File: src/rtl/hazard_unit_pkg.sv
// Shared types for the pipeline hazard unit: forwarding-select encoding,
// controller state codes and the bundled stall/flush vector.
package hazard_unit_pkg;

  typedef enum logic [1:0] {
    FWD_RF = 2'b00,
    FWD_W  = 2'b01,
    FWD_M  = 2'b10
  } fwd_sel_e;

  typedef logic [0:0] state_t;

  localparam state_t ST_RUN      = 1'b0;
  localparam state_t ST_MEM_WAIT = 1'b1;

  typedef struct packed {
    logic stall_f;
    logic stall_d;
    logic stall_e;
    logic stall_m;
    logic flush_d;
    logic flush_e;
    logic flush_w;
  } hz_ctrl_t;

  localparam hz_ctrl_t CTRL_IDLE     = 7'b000_0000;
  localparam hz_ctrl_t CTRL_MEM_WAIT = 7'b111_1001;
  localparam hz_ctrl_t CTRL_BRANCH   = 7'b000_0110;
  localparam hz_ctrl_t CTRL_LOAD_USE = 7'b110_0010;

  // Counter width that can hold the timeout threshold, never below 8 bits.
  function automatic int wait_width(input int timeout);
    int w;
    w = $clog2(timeout + 1);
    return (w > 8) ? w : 8;
  endfunction

endpackage

File: src/rtl/hazard_unit_fwd_sel.sv
// Operand forwarding comparator for one execute-stage source register.
// The M stage holds the younger result, so it wins over W.
module fwd_sel
  import hazard_unit_pkg::*;
(
  input  logic [4:0] rs_addr,
  input  logic [4:0] rd_m,
  input  logic       reg_wr_m,
  input  logic [4:0] rd_w,
  input  logic       reg_wr_w,
  output fwd_sel_e   sel
);

  logic hit_m;
  logic hit_w;

  assign hit_m = reg_wr_m && (rd_m != 5'd0) && (rd_m == rs_addr);
  assign hit_w = reg_wr_w && (rd_w != 5'd0) && (rd_w == rs_addr);

  always_comb begin
    sel = FWD_RF;
    if (hit_m) begin
      sel = FWD_M;
    end else if (hit_w) begin
      sel = FWD_W;
    end
  end

endmodule

File: src/rtl/hazard_unit.sv
// Pipeline hazard unit: operand forwarding, load-use / branch / memory-wait
// stall and flush control, memory-wait timeout and statistics counters.
//
// state       | meaning
// ST_RUN      | normal issue; a stalled request cycle is covered combinationally
// ST_MEM_WAIT | data memory request outstanding, whole pipe held
module hazard_unit
  import hazard_unit_pkg::*;
#(
  parameter int MEM_TIMEOUT = 255,
  parameter int CNT_W       = 32
) (
  input  logic             clk,
  input  logic             reset_n,
  input  logic [4:0]       rs1_addr_D,
  input  logic [4:0]       rs2_addr_D,
  input  logic [4:0]       rs1_addr_E,
  input  logic [4:0]       rs2_addr_E,
  input  logic [4:0]       rd_E,
  input  logic [4:0]       rd_M,
  input  logic [4:0]       rd_W,
  input  logic             mem_rd_E,
  input  logic             reg_wr_M,
  input  logic             reg_wr_W,
  input  logic             br_taken_E,
  input  logic             dmem_req_M,
  input  logic             dmem_ready_M,
  output logic             stall_F,
  output logic             stall_D,
  output logic             stall_E,
  output logic             stall_M,
  output logic             flush_D,
  output logic             flush_E,
  output logic             flush_W,
  output logic [1:0]       fwd_a_E,
  output logic [1:0]       fwd_b_E,
  output logic             mem_timeout,
  output logic [CNT_W-1:0] stall_cnt,
  output logic [CNT_W-1:0] flush_cnt
);

  localparam int                WAIT_W      = wait_width(MEM_TIMEOUT);
  localparam logic [WAIT_W-1:0] WAIT_MAX    = '1;
  localparam logic [WAIT_W-1:0] TIMEOUT_VAL = WAIT_W'(MEM_TIMEOUT);

  fwd_sel_e fwd_a;
  fwd_sel_e fwd_b;

  fwd_sel u_fwd_a (
    .rs_addr  (rs1_addr_E),
    .rd_m     (rd_M),
    .reg_wr_m (reg_wr_M),
    .rd_w     (rd_W),
    .reg_wr_w (reg_wr_W),
    .sel      (fwd_a)
  );

  fwd_sel u_fwd_b (
    .rs_addr  (rs2_addr_E),
    .rd_m     (rd_M),
    .reg_wr_m (reg_wr_M),
    .rd_w     (rd_W),
    .reg_wr_w (reg_wr_W),
    .sel      (fwd_b)
  );

  assign fwd_a_E = fwd_a;
  assign fwd_b_E = fwd_b;

  state_t            state_q, state_d;
  logic [WAIT_W-1:0] wait_cnt_q, wait_cnt_d;
  logic              mem_timeout_q, mem_timeout_d;
  logic [CNT_W-1:0]  stall_cnt_q, stall_cnt_d;
  logic [CNT_W-1:0]  flush_cnt_q, flush_cnt_d;

  logic              load_use;
  logic              mem_done;
  logic              mem_wait;
  logic              still_waiting;
  logic [WAIT_W-1:0] wait_inc;
  hz_ctrl_t          ctrl;

  assign load_use = mem_rd_E && (rd_E != 5'd0) &&
                    ((rd_E == rs1_addr_D) || (rd_E == rs2_addr_D));

  // A ready strobe only counts while a request is actually presented.
  assign mem_done      = dmem_req_M && dmem_ready_M;
  assign mem_wait      = (state_q == ST_MEM_WAIT) || (dmem_req_M && !dmem_ready_M);
  assign still_waiting = (state_q == ST_MEM_WAIT) && !mem_done;
  assign wait_inc      = (wait_cnt_q == WAIT_MAX) ? wait_cnt_q : wait_cnt_q + 1'b1;

  // Reset forces the hold/bubble outputs low even though they are combinational.
  always_comb begin
    ctrl = CTRL_IDLE;
    if (!reset_n) begin
      ctrl = CTRL_IDLE;
    end else if (mem_wait) begin
      ctrl = CTRL_MEM_WAIT;
    end else if (br_taken_E) begin
      ctrl = CTRL_BRANCH;
    end else if (load_use) begin
      ctrl = CTRL_LOAD_USE;
    end
  end

  assign stall_F = ctrl.stall_f;
  assign stall_D = ctrl.stall_d;
  assign stall_E = ctrl.stall_e;
  assign stall_M = ctrl.stall_m;
  assign flush_D = ctrl.flush_d;
  assign flush_E = ctrl.flush_e;
  assign flush_W = ctrl.flush_w;

  always_comb begin
    state_d = state_q;
    if (state_q == ST_RUN) begin
      if (dmem_req_M && !dmem_ready_M) begin
        state_d = ST_MEM_WAIT;
      end
    end else begin
      if (mem_done) begin
        state_d = ST_RUN;
      end
    end
  end

  always_comb begin
    wait_cnt_d    = '0;
    mem_timeout_d = mem_timeout_q;
    if (still_waiting) begin
      wait_cnt_d = wait_inc;
      if (wait_inc == TIMEOUT_VAL) begin
        mem_timeout_d = 1'b1;
      end
    end
  end

  always_comb begin
    stall_cnt_d = stall_cnt_q + CNT_W'(ctrl.stall_f);
    flush_cnt_d = flush_cnt_q + CNT_W'(ctrl.flush_d | ctrl.flush_e);
  end

  always_ff @(posedge clk or negedge reset_n) begin
    if (!reset_n) begin
      state_q       <= ST_RUN;
      wait_cnt_q    <= '0;
      mem_timeout_q <= 1'b0;
      stall_cnt_q   <= '0;
      flush_cnt_q   <= '0;
    end else begin
      state_q       <= state_d;
      wait_cnt_q    <= wait_cnt_d;
      mem_timeout_q <= mem_timeout_d;
      stall_cnt_q   <= stall_cnt_d;
      flush_cnt_q   <= flush_cnt_d;
    end
  end

  assign mem_timeout = mem_timeout_q;
  assign stall_cnt   = stall_cnt_q;
  assign flush_cnt   = flush_cnt_q;

endmodule

File: config.mk
export PLATFORM = sky130hd
export DESIGN_NAME = hazard_unit
export DESIGN_NICKNAME = d
export VERILOG_FILES = /design/src/rtl/hazard_unit_pkg.sv /design/src/rtl/hazard_unit_fwd_sel.sv /design/src/rtl/hazard_unit.sv
export SDC_FILE = /design/constraint.sdc
export NUM_CORES = 1
export LEC_CHECK = 0
export ABC_AREA = 1
export ABC_CLOCK_PERIOD_IN_PS = 2500
export CAP_MARGIN = 10
export CORE_UTILIZATION = 45
export DETAILED_ROUTE_END_ITERATION = 12
export PLACE_DENSITY = 0.76
export SYNTH_ARGS = -nofsm -noshare
export SYNTH_HDL_FRONTEND = slang
export SYNTH_SLANG_ARGS = --single-unit
File: constraint.sdc
create_clock -name clk -period 2.5 [get_ports clk]
set_input_delay 0.25 -clock clk [delete_from_list [all_inputs] [get_ports clk]]
set_output_delay 0.25 -clock clk [all_outputs]
set_load 0.01 [all_outputs]
==> results.sh <==
export IMPL_grt_pass1_vias=4063
export IMPL_area_growth_pct=39.2
export IMPL_dieWidth_um=100
export IMPL_die_y_um=100
export IMPL_clock_skew_ns=0.00876
export IMPL_core_area_mm2=0.00928
export IMPL_portBuffers=118
export IMPL_via_per_inst=4.92
export IMPL_syn_nets=577
export IMPL_ant_nets=0
export IMPL_ys_seq_elements=74
export IMPL_worst_setup_path_end_kind="flip-flop"
export IMPL_ctsHoldBuffers=0
export IMPL_holdWs_ns=0.176
export IMPL_peakVddDrop_uv=363
export IMPL_track_usage=0.235
export IMPL_slew_headroom=0.387
export IMPL_cts_tree="yes"
export IMPL_insertion_delay_ns=0.33
export IMPL_overflow=0
export IMPL_maxCapViolCount=0
export IMPL_clk_pin_slew_ns=0.08
export IMPL_crit_fanout=4
export IMPL_drv_slew=0
export IMPL_drive_gt1_frac=0.0812
export IMPL_numCtsBuffers=9
export IMPL_drt_wl_total_mm=11.1
export IMPL_yosysSeqAreaShare=0.428
export IMPL_worstSetupStartpointType="input pin"
export IMPL_diodes=0
export IMPL_hpwl_mm=8.75
export IMPL_synth_largest_area_cell="dfrtp_1"
export IMPL_nNetsFinal=720
export IMPL_crit_required_ns=2.73
export IMPL_start_util=0.466
export IMPL_post_route_period_util=0.906
export IMPL_ys_types=26
export IMPL_grt_pass1_wl_mm=18.7
export IMPL_first_pass_iters=5
export IMPL_drc=0
export IMPL_root_buffer="clkbuf_8"
export IMPL_ys_warnings_count=0
export IMPL_max_freq_ghz=0.441
export IMPL_rows=35
export IMPL_hold_violations=0
export IMPL_holdCritPathClass="input pin to async pin"
export IMPL_synth_top_area_frac=0.428
export IMPL_power_w=0.00309
export IMPL_cts_sinks=74
export IMPL_globalplace_congestion=0.966
export IMPL_avgSynthCellArea_um2=8.18
export IMPL_cts_resized=0
export IMPL_rsz0062_at_grt="no"
export IMPL_arrival_ns=2.49
export IMPL_die_area_mm2=0.0100
export IMPL_min_period_ns=2.27
export IMPL_io_pins=119
export IMPL_yosys_top_cells_area="dfrtp_1 43%, nand2_1 12%, xor2_1 10%"
export IMPL_h_tree_depth=3
export IMPL_outcome="finished, final reports clean"
export IMPL_grt_max_degree=75
export IMPL_synth_cells=529
export IMPL_postCtsSetupRepairBufs=0
export IMPL_clockBufferDepth=2
export IMPL_routedWlPerCell_um=13.7
export IMPL_setup_violations=0
export IMPL_syn_area_mm2=0.00433
export IMPL_drt_iter0_markers=264
export IMPL_antenna_found_initial=0
export IMPL_vias=3964
export IMPL_power_density_mw_per_mm2=513
export IMPL_tightest_slew_ns=0.920
export IMPL_leakage_nw=2.65
export IMPL_worstSetupPathType="input pin to flip-flop"
==> critical path, stage by stage <==
cell	delay [ns]
clkdlybuf4s50_1	0.48
xor2_1	0.19
nor2_1	0.11
nand3_1	0.08
nand2_1	0.09
nand3_1	0.08
nand2_1	0.07
ha_1	0.16
ha_1	0.22
nand3_4	0.10
nor2_4	0.16
nand3_4	0.11
nor2_4	0.13
nand3_1	0.08
and2_1	0.16
==> path summary, 6_finish.rpt <==
path | startpoint | slack [ns] | endpoint | cells after the start
setup / recovery | rd_E[3] | 0.23 | flush_cnt[24]$_DFF_PN0_ | 15
hold / removal | reset_n | 0.18 | stall_cnt[2]$_DFF_PN0_ | 2
setup reg to reg | flip-flop | 0.34 | flush_cnt[24]$_DFF_PN0_ | 13
hold reg to reg | stall_cnt[31]$_DFF_PN0_ | 0.48 | stall_cnt[31]$_DFF_PN0_ | 1
max in group asynchronous | reset_n | 1.75 | stall_cnt[18]$_DFF_PN0_ | 2
min in group clk | reset_n | 0.33 | stall_cnt[0]$_DFF_PN0_ | 4
==> cell type report <==
| class | instances | area, um^2 |
|---|---|---|
| clock buffer | 12 | 155 |
| clock inverter | 4 | 97.6 |
| fill | 806 | 3260 |
| inverter | 43 | 161 |
| multi-input combinational | 407 | 2280 |
| sequential | 74 | 1850 |
| tap | 129 | 161 |
| timing repair buffer | 137 | 1320 |
==> Yosys cell counts <==
master    number
nand2_1      135
nor2_1        78
dfrtp_1       74
xor2_1        51
inv_1         41
xnor2_1       36
nand3_1       22
nand4_1       20
nor3_1        18
nand3b_1       6
o21ai_0        6
a21oi_1        5
buf_4          5
ha_1           5
nor2_2         5
nor3_2         4
and2_1         3
nor2_4         3
and3_1         2
inv_2          2
nand3_2        2
nand3_4        2
nand2_2        1
nor3_4         1
nor3b_1        1
o21bai_1       1
==> layer usage <==
| layer | share of wire | global-route usage |
|---|---|---|
| met4 | 0.013 | 0.0758 |
| met5 | 0 | 0 |
| met3 | 0.059 | 0.0320 |
| met1 | 0.43 | 0.305 |
| met2 | 0.50 | 0.407 |
==> report_power, final <==
| group | leakage, nW | total [W] | switching [W] | internal, W |
|---|---|---|---|---|
| clock | 0.123 | 0.00114 | 0.000422 | 0.000719 |
| sequential | 0.967 | 0.00141 | 0.000124 | 0.00128 |
| combinational | 1.56 | 0.000546 | 0.000234 | 0.000312 |
==> placed cells by master (no fill, tap or decap), types with 6 or more instances in the layout <==
cell type / n
nand3b_1: 6
buf_4: 20
dfrtp_1: 74
clkbuf_8: 11
xor2_1: 51
inv_1: 41
nand4_1: 20
o21ai_0: 6
xnor2_1: 36
nand2_1: 135
clkdlybuf4s50_1: 117
nor2_1: 78
nor3_1: 18
nand3_1: 22
==> per-stage QoR <==
| stage | util | instance area [um^2] | setup slack, ns | setup TNS, ns | cells |
|---|---|---|---|---|---|
| 2_1_floorplan | - | 4330 | 0.503 | 0 | 529 |
| 5_1_grt | 0.649 | 6030 | 0.0335 | 0 | 806 |
| 6_report | 0.649 | 6030 | 0.234 | 0 | 806 |
| 3_5_place_dp | 0.622 | 5770 | -0.125 | -0.315 | 790 |
| 4_1_cts | 0.649 | 6030 | 0.227 | 0 | 806 |
| 3_3_place_gp | 0.622 | 5770 | 0.0123 | 0 | 790 |
==> state kept, by name (all words and copies together), names as in the netlist, named ones only <==
name         count
flush_cnt       32
mem_timeout      1
stall_cnt       32
wait_cnt_q       8
==> kinds of logic (layout without fill, tap and decap cells) <==
group,count (synthesis),after routing,share of synthesized area
AND/OR/NAND/NOR,303,303,0.321
adder cells (fa/ha/maj),5,5,0.0145
AO/OA/AOI/OAI,12,12,0.0145
XOR/XNOR,87,87,0.176
flip-flops,74,74,0.428
buffers and inverters,48,196,0.0460
Power figures use the tool's default switching activity.
